`src/rtl/dmem_arbiter_if.sv`:
```
// Bus bundle between the two requesters, the arbiter and the shared 256x8
// data memory. The arbiter sits on the slave modport; the requesters and
// the memory model sit on the master modport.
interface dmem_arbiter_if;
  logic       p0_req;
  logic       p0_we;
  logic [7:0] p0_addr;
  logic [7:0] p0_wdata;
  logic       p0_gnt;
  logic       p0_rvalid;
  logic [7:0] p0_rdata;

  logic       p1_req;
  logic       p1_we;
  logic [7:0] p1_addr;
  logic [7:0] p1_wdata;
  logic       p1_gnt;
  logic       p1_rvalid;
  logic [7:0] p1_rdata;

  logic       mem_dw;
  logic [7:0] mem_a;
  logic [7:0] mem_d;
  logic [7:0] mem_rd;

  modport slave (
    input  p0_req, p0_we, p0_addr, p0_wdata,
    output p0_gnt, p0_rvalid, p0_rdata,
    input  p1_req, p1_we, p1_addr, p1_wdata,
    output p1_gnt, p1_rvalid, p1_rdata,
    output mem_dw, mem_a, mem_d,
    input  mem_rd
  );

  modport master (
    output p0_req, p0_we, p0_addr, p0_wdata,
    input  p0_gnt, p0_rvalid, p0_rdata,
    output p1_req, p1_we, p1_addr, p1_wdata,
    input  p1_gnt, p1_rvalid, p1_rdata,
    input  mem_dw, mem_a, mem_d,
    output mem_rd
  );
endinterface

```
`src/rtl/dmem_arbiter.sv`:
```
// Two-port arbiter for the single-port 256x8 data memory.
// Port 0 = core load/store unit, port 1 = DMA/debug loader.
// One access is granted per cycle; read data returns registered one cycle
// after the grant. ARB_MODE 0 = round-robin, 1 = port 0 priority with a
// starvation guard that forces port 1 through after MAX_WAIT denials.
module dmem_arbiter #(
  parameter int ARB_MODE = 0,
  parameter int MAX_WAIT = 4
) (
  input  logic            clk,
  input  logic            rst,
  dmem_arbiter_if.slave   bus
);

  localparam logic [3:0] LP_MAX_WAIT = 4'(MAX_WAIT);

  logic       r_last_winner;  // 1 = port 1 won the most recent grant
  logic [3:0] r_wait_cnt;
  logic       r_p0_rvalid;
  logic       r_p1_rvalid;
  logic [7:0] r_p0_rdata;
  logic [7:0] r_p1_rdata;

  logic       w_gnt0;
  logic       w_gnt1;

  // Winner selection; grants are held off entirely while in reset.
  always_comb begin
    w_gnt0 = 1'b0;
    w_gnt1 = 1'b0;
    if (!rst) begin
      if (bus.p0_req && bus.p1_req) begin
        if (ARB_MODE == 0) begin
          if (r_last_winner) w_gnt0 = 1'b1;
          else               w_gnt1 = 1'b1;
        end else begin
          if (r_wait_cnt == LP_MAX_WAIT) w_gnt1 = 1'b1;
          else                           w_gnt0 = 1'b1;
        end
      end else begin
        w_gnt0 = bus.p0_req;
        w_gnt1 = bus.p1_req;
      end
    end
  end

  // Memory drive and port outputs; registered read results are masked in
  // reset so a read granted just before reset never shows up as valid.
  always_comb begin
    bus.p0_gnt    = w_gnt0;
    bus.p1_gnt    = w_gnt1;
    bus.mem_dw    = (w_gnt0 & bus.p0_we) | (w_gnt1 & bus.p1_we);
    bus.mem_a     = 8'h00;
    bus.mem_d     = 8'h00;
    if (w_gnt1) begin
      bus.mem_a = bus.p1_addr;
      bus.mem_d = bus.p1_wdata;
    end else if (w_gnt0) begin
      bus.mem_a = bus.p0_addr;
      bus.mem_d = bus.p0_wdata;
    end
    bus.p0_rvalid = r_p0_rvalid & ~rst;
    bus.p1_rvalid = r_p1_rvalid & ~rst;
    bus.p0_rdata  = rst ? 8'h00 : r_p0_rdata;
    bus.p1_rdata  = rst ? 8'h00 : r_p1_rdata;
  end

  // Read-data capture, last-winner tracking and port 1 starvation counter.
  always_ff @(posedge clk) begin
    if (rst) begin
      r_p0_rvalid   <= 1'b0;
      r_p1_rvalid   <= 1'b0;
      r_p0_rdata    <= 8'h00;
      r_p1_rdata    <= 8'h00;
      r_last_winner <= 1'b1;
      r_wait_cnt    <= 4'd0;
    end else begin
      r_p0_rvalid <= w_gnt0 & ~bus.p0_we;
      r_p1_rvalid <= w_gnt1 & ~bus.p1_we;
      if (w_gnt0 && !bus.p0_we) r_p0_rdata <= bus.mem_rd;
      if (w_gnt1 && !bus.p1_we) r_p1_rdata <= bus.mem_rd;
      if (w_gnt0 || w_gnt1) r_last_winner <= w_gnt1;
      if (ARB_MODE == 1 && bus.p1_req && !w_gnt1) begin
        if (r_wait_cnt != LP_MAX_WAIT) r_wait_cnt <= r_wait_cnt + 4'd1;
      end else begin
        r_wait_cnt <= 4'd0;
      end
    end
  end

endmodule

```
`src/flat_wrapper.sv`:
```
// flat-port wrapper written by rule: the top's interface ports become plain ports
module dmem_arbiter_flat 
#(
  parameter int ARB_MODE = 0,
  parameter int MAX_WAIT = 4
)
  (clk, rst, bus_p0_req, bus_p0_we, bus_p0_addr, bus_p0_wdata, bus_p0_gnt, bus_p0_rvalid, bus_p0_rdata, bus_p1_req, bus_p1_we, bus_p1_addr, bus_p1_wdata, bus_p1_gnt, bus_p1_rvalid, bus_p1_rdata, bus_mem_dw, bus_mem_a, bus_mem_d, bus_mem_rd);
  dmem_arbiter_if bus_i ();
  input  logic clk;
  input  logic rst;
  input wire logic [$bits(bus_i.p0_req)-1:0] bus_p0_req;
  input wire logic [$bits(bus_i.p0_we)-1:0] bus_p0_we;
  input wire logic [$bits(bus_i.p0_addr)-1:0] bus_p0_addr;
  input wire logic [$bits(bus_i.p0_wdata)-1:0] bus_p0_wdata;
  output wire logic [$bits(bus_i.p0_gnt)-1:0] bus_p0_gnt;
  output wire logic [$bits(bus_i.p0_rvalid)-1:0] bus_p0_rvalid;
  output wire logic [$bits(bus_i.p0_rdata)-1:0] bus_p0_rdata;
  input wire logic [$bits(bus_i.p1_req)-1:0] bus_p1_req;
  input wire logic [$bits(bus_i.p1_we)-1:0] bus_p1_we;
  input wire logic [$bits(bus_i.p1_addr)-1:0] bus_p1_addr;
  input wire logic [$bits(bus_i.p1_wdata)-1:0] bus_p1_wdata;
  output wire logic [$bits(bus_i.p1_gnt)-1:0] bus_p1_gnt;
  output wire logic [$bits(bus_i.p1_rvalid)-1:0] bus_p1_rvalid;
  output wire logic [$bits(bus_i.p1_rdata)-1:0] bus_p1_rdata;
  output wire logic [$bits(bus_i.mem_dw)-1:0] bus_mem_dw;
  output wire logic [$bits(bus_i.mem_a)-1:0] bus_mem_a;
  output wire logic [$bits(bus_i.mem_d)-1:0] bus_mem_d;
  input wire logic [$bits(bus_i.mem_rd)-1:0] bus_mem_rd;
  assign bus_i.p0_req = bus_p0_req;
  assign bus_i.p0_we = bus_p0_we;
  assign bus_i.p0_addr = bus_p0_addr;
  assign bus_i.p0_wdata = bus_p0_wdata;
  assign bus_p0_gnt = bus_i.p0_gnt;
  assign bus_p0_rvalid = bus_i.p0_rvalid;
  assign bus_p0_rdata = bus_i.p0_rdata;
  assign bus_i.p1_req = bus_p1_req;
  assign bus_i.p1_we = bus_p1_we;
  assign bus_i.p1_addr = bus_p1_addr;
  assign bus_i.p1_wdata = bus_p1_wdata;
  assign bus_p1_gnt = bus_i.p1_gnt;
  assign bus_p1_rvalid = bus_i.p1_rvalid;
  assign bus_p1_rdata = bus_i.p1_rdata;
  assign bus_mem_dw = bus_i.mem_dw;
  assign bus_mem_a = bus_i.mem_a;
  assign bus_mem_d = bus_i.mem_d;
  assign bus_i.mem_rd = bus_mem_rd;
  dmem_arbiter #(.ARB_MODE(ARB_MODE), .MAX_WAIT(MAX_WAIT)) u_core (.clk(clk), .rst(rst), .bus(bus_i));
endmodule
```
`config.mk`:
```
export PLATFORM = sky130hd
export DESIGN_NAME = dmem_arbiter_flat
export DESIGN_NICKNAME = d
export VERILOG_FILES = /design/src/rtl/dmem_arbiter_if.sv /design/src/rtl/dmem_arbiter.sv /design/src/flat_wrapper.sv
export SDC_FILE = /design/constraint.sdc
export NUM_CORES = 1
export LEC_CHECK = 0
export CORE_MARGIN = 3
export CORE_UTILIZATION = 32
export CTS_CLUSTER_SIZE = 30
export DETAILED_ROUTE_END_ITERATION = 10
export GPL_TIMING_DRIVEN = 0
export PLACE_DENSITY = 0.8
export SETUP_SLACK_MARGIN = 0.4
export SLEW_MARGIN = 20
export SYNTH_ARGS = -nofsm -noshare
export SYNTH_HDL_FRONTEND = slang
export SYNTH_SLANG_ARGS = --single-unit
```
`constraint.sdc`:
```
create_clock -name clk -period 1.9 [get_ports clk]
set_clock_uncertainty 0.15 [all_clocks]
set_input_delay 0.38 -clock clk [delete_from_list [all_inputs] [get_ports clk]]
set_output_delay 0.38 -clock clk [all_outputs]
set_load 0.005 [all_outputs]
```
; Word-level counts from Yosys, hierarchy flattened
; Index checks and enable logic that the tools add are counted.
[op_classes]
multipliers = 0
add_sub_neg = 0
n_reduce_logical = 6
mux = 12
shift = 0
div_mod_pow = 0
magnitude_cmp = 0
bitwise = 10
eq_ne = 0
[op_table]
columns = operator, n
row1 = two-way mux 8 bit, 6
row2 = bitwise AND 1 bit, 6
row3 = two-way mux 1 bit, 6
row4 = logical AND 1 bit, 3
row5 = inverter 1 bit, 3
row6 = logical NOT 1 bit, 2
row7 = logical OR 1 bit, 1
row8 = bitwise OR 1 bit, 1
[totals]
reg_bits = 19
ramBits = 0
inputBits = 46
mem_bits_ro = 0
latchBits = 0
out_inout_bits = 37
memories = 0
word_cells = 33

; Longest topological paths before layout
[depth]
word_depth = 5
mapped_depth = 5
ltp_nobuf = 3

; Least setup slack after synthesis
; Ideal clock, no wire load.
[synth_path]
path_type = input -> output
from = in bus_p1_req
to = out bus_mem_a[5]
arrival_ps = 1246
n_path_buf = 2
slack_ps = 124
cell_stages = 5
required_time_ps = 1370
path_cell_list = nor2b_1 -> buf_6 -> nor3b_4 -> buf_6 -> a22o_1
[synth_via]
elab_chain_cells = 5
word_cells_on_any_way = 7
cone_classes = 6 x mux / 1 x reduce/logical
[synth_rtl]
columns = item, line
row1 = start: declaration, flat_wrapper.sv:18  ; input wire logic [$bits(bus_i.p1_req)-1:0] bus_p1_req;
row2 = logical AND 1 bit, dmem_arbiter.sv:32  ; if (bus.p0_req && bus.p1_req) begin
row3 = two-way mux 1 bit, dmem_arbiter.sv:32
row4 = two-way mux 1 bit, dmem_arbiter.sv:31  ; if (!rst) begin
row5 = net bus_p0_gnt, flat_wrapper.sv:15  ; output wire logic [$bits(bus_i.p0_gnt)-1:0] bus_p0_gnt;
row6 = two-way mux 8 bit, dmem_arbiter.sv:58  ; end else if (w_gnt0) begin
row7 = two-way mux 8 bit, dmem_arbiter.sv:55  ; if (w_gnt1) begin
row8 = end: declaration, flat_wrapper.sv:26  ; output wire logic [$bits(bus_i.mem_a)-1:0] bus_mem_a;
; The timed path passes the listed nets, and every way through them passes these cells.

; Worst setup path after layout
[layout_path]
from = reg u_core.r_last_winner
to = out bus_mem_d[5]
[layout_via]
elab_chain_cells = 5
word_cells_on_any_way = 8
cone_classes = 8 x mux
[layout_rtl]
columns = item, line
row1 = start: declaration, dmem_arbiter.sv:17  ; logic r_last_winner;
row2 = start signal: assignment, dmem_arbiter.sv:82  ; if (w_gnt0 || w_gnt1) r_last_winner <= w_gnt1;
row3 = two-way mux 1 bit, dmem_arbiter.sv:34  ; if (r_last_winner) w_gnt0 = 1'b1;
row4 = two-way mux 1 bit, dmem_arbiter.sv:32
row5 = two-way mux 1 bit, dmem_arbiter.sv:31
row6 = two-way mux 8 bit, dmem_arbiter.sv:58
row7 = two-way mux 8 bit *, dmem_arbiter.sv:55
row8 = end: declaration, flat_wrapper.sv:27  ; output wire logic [$bits(bus_i.mem_d)-1:0] bus_mem_d;
; Mark *: on every way between the ends. The rest lies on a longest branch, timed or not.

==> flow_summary_export.csv <==
group,metric,value,unit
final_layout,layout-drive-gt1-share,47.77,%
sta,fin_ws,-0.1712,ns
setup_path,crit_top_cell,"buf_6",
floorplanning,ios,83,
sta,relSlewSlack,85.38,%
setup_path,r2r_slack,0.44,ns
logic_synthesis,netlist_instances,113,
sta,min_period,2.071,ns
outcome,run_status,"finished, violations left",
logic_synthesis,ys_types,17,
power,total_power,0.0009992,W
logic_synthesis,synth_compound_area_share,25.48,%
clocking,cts_root_buffer,"clkbuf_4",
sta,rsz0062_at_grt,"yes",
logic_synthesis,synth-xor-area-share,0,%
setup_path,critPathMaxFanout,7,
setup_path,max_stage_delay,0.39,ns
clocking,numCtsBuffers,3,
floorplanning,initial_core_util,33.66,%
clocking,clkSlewWorstSetupHoldPaths,0.10,ns
drt,vias,1266,
setup_path,critPathSlowestCell,"dfxtp_4",
final_layout,area_growth_syn_to_layout,116.9,%
drt,routed_via_density,4.724,
logic_synthesis,synth_mux_area_share,7.729,%
final_layout,diodes,0,
grt,grt_pass1_wl,6423,um
setup_path,r2r_start,"u_core.r_last_winner",
setup_path,ff2ff_path_depth,6,
logic_synthesis,synth_top_area_share,36.71,%
grt,grt_use_total,19.90,%
setup_path,r2r_end,"u_core.r_p0_rdata[0]",
clocking,cts_hold_buf,0,
place,post-dp-hpwl,2789,um
clocking,clock_sinks,19,
final_layout,mostFrequentLayoutCells,"clkdlybuf4s50_1, buf_2, a22o_1, buf_4, dfxtp_1",
clocking,cts-htree-levels,1,
min_path,hold_depth,2,
setup_path,crit_required,1.37,ns
place,gp_congestion,0.7391,
drt,drt_first_iter_violations,40,
sta,setup_viol,18,
logic_synthesis,yosysWarnings,0,
grt,grt_pass1_vias,1311,
setup_path,cp-start-kind,"flip-flop",
power,powerDensity,444.6,nW/um2
logic_synthesis,synth_area_leaders,"dfxtp_1, a22o_1, nand2b_1",
logic_synthesis,ys_ff_latch,19,
floorplanning,die_y,62.90,um
logic_synthesis,syn_area,1036,um2
floorplanning,dieArea,3956,um2
place,port_buffers,82,
setup_path,worst_ep_arrival_time,1.54,ns
logic_synthesis,synth.net_count,159,
place,place_ws,-0.9007,ns
min_path,hold_end,"u_core.r_last_winner",
power,leakage,1.078,nW
grt,grt_max_degree,12,
min_path,hold_class,"in -> reg",
clocking,clock_path_buffers,2,
sta,fin_crit_sh,109.0,%
setup_path,end_kind,"primary output",
floorplanning,dieWidth,62.90,um
drt,ant_nets,0,
min_path,hp-start,"bus_p0_req",
sta,finalHoldViolations,0,
final_layout,nNetsFinal,271,
sta,tightestPinTransition,0.2170,ns
logic_synthesis,synth-simple-area-share,22.22,%
power,peakVddDrop,0.3118,mV
drt,wire_per_inst,15.14,um
sta,final_max_slew_viol_count,0,
logic_synthesis,synth_top_family_by_area,"compound AO/OA/AOI/OAI gates",
drt,wl,4057,um
logic_synthesis,syn_avg_cell_area,9.168,um2
logic_synthesis,synthAdderAreaFrac,0,%
grt,antenna_found_initial,0,
floorplanning,rows,20,
logic_synthesis,seq_area_frac_synth,36.71,%
floorplanning,coreArea,3078,um2
place,place_inst,239,
final_layout,final_common_cell,"clkdlybuf4s50_1",
logic_synthesis,yosysTopAreaCell,"dfxtp_1",
drt,dr.pass1.iters,4,
outcome,violations,"negative setup slack",
clocking,cts_tree,"done",
sta,fmax,482.8,MHz
final_layout,layout.cells.non_filler,268,
flow_run,cap_violations,0,
setup_path,path_cells,"nor2b_4 > buf_6 > nor3b_4 > buf_6 > buf_6 > a22o_1 > buf_2",
clocking,insertion_delay,0.29,ns
drt,drc_errors,0,
setup_path,crit_type,"reg -> out",
grt,grt-ovfl-total,0,
-- metrics by stage --
| step | instance area (um2) | utilization [%] | setup TNS (ns) | hold slack (ns) |
|---|---|---|---|---|
| 6_report | 2247 | 73.01 | -2.422 | 0.2247 |
| 5_1_grt | 2247 | 73.01 | -3.804 | 0.2118 |
| 4_1_cts | 2162 | 70.24 | -2.236 | 0.2496 |
| 3_5_place_dp | 1922 | 62.44 | -25.25 | 0.3330 |
| 3_3_place_gp | 1922 | 62.44 | -24.00 | 0.3241 |
| 2_1_floorplan | 1046 | - | 0 | 0.3068 |
-- worst max-delay path, delay by kind of cell, from the launching register on --
kind | cells | cell delay (ns)
buffers and inverters | 4 | 0.50
flip-flops | 1 | 0.39
AND/OR/NAND/NOR | 2 | 0.22
AO/OA/AOI/OAI | 1 | 0.14
-- flip-flops by register name, indices dropped and copies added (netlist names) --
| register | count |
|---|---|
| u_core.r_p1_rdata | 8 |
| u_core.r_p0_rvalid | 1 |
| u_core.r_last_winner | 1 |
| u_core.r_p1_rvalid | 1 |
| u_core.r_p0_rdata | 8 |
-- layout make-up --
class | instances | area (um2)
timing repair buffer | 107 | 907.1
fill | 239 | 830.8
multi-input combinational | 77 | 734.5
sequential | 19 | 386.6
buffer | 8 | 102.6
tap | 44 | 55.05
inverter | 9 | 33.78
clock buffer | 3 | 22.52
clock inverter | 1 | 5.005
-- synth_stat cells --
cell and instances:
mux2i_1 8, a21bo_2 1, a22o_1 17, dfxtp_1 19, clkbuf_1 4, nor3b_4 1, nand2b_1 17, inv_1 9
nor2b_1 11, nor3_1 2, o21ai_1 1, buf_6 2, nor2_1 1, nor2_4 2, o31ai_1 8, o21ai_0 8
buf_2 2
-- cell families (layout without fill, tap and decap cells) --
logic type / after synthesis / in the layout
flip-flops: 19 / 19
AND/OR/NAND/NOR: 34 / 34
multiplexers: 8 / 8
buffers and inverters: 17 / 128
AO/OA/AOI/OAI: 35 / 35
-- worst max-delay path by stage --
| stage | startpoint | to | slack (ns) | cells past startpoint |
|---|---|---|---|---|
| 2_1_floorplan | bus_p1_req | bus_mem_a[6] | 0.13 | 5 |
| 3_3_place_gp | bus_p1_req | bus_mem_d[1] | -0.87 | 7 |
| 3_5_place_dp | bus_p1_req | bus_mem_d[2] | -0.90 | 7 |
| 4_1_cts | u_core.r_last_winner | bus_mem_d[2] | -0.15 | 7 |
| 5_1_grt | u_core.r_last_winner | bus_mem_d[5] | -0.25 | 7 |
| 6_report | u_core.r_last_winner | bus_mem_d[5] | -0.17 | 7 |
-- power by group --
group | internal [W] | switching, W
clock | 0.0000784 | 0.000128
combinational | 0.000237 | 0.000127
sequential | 0.000418 | 0.0000112
-- what timing repair did --
item | 4_1_cts | 5_1_grt
endpoints found under the hold margin | 0 | 0
pin swaps | 14 | 7
cloned | 2 | 0
buffers inserted | 18 | 5
resized for setup | 208 | 21
setup endpoints to repair | 55 | 31
-- metal layers --
metal  vias to the layer above  part of all wire (%)  track usage [%]
met2                        73                    53            39.13
li1                        621                     -                -
met3                         2                   7.5            5.216
met1                       570                    39            21.36
met4                         0                  0.49            2.479
met5                         -                     0                0
No activity file was read; power rests on OpenSTA's default activity.
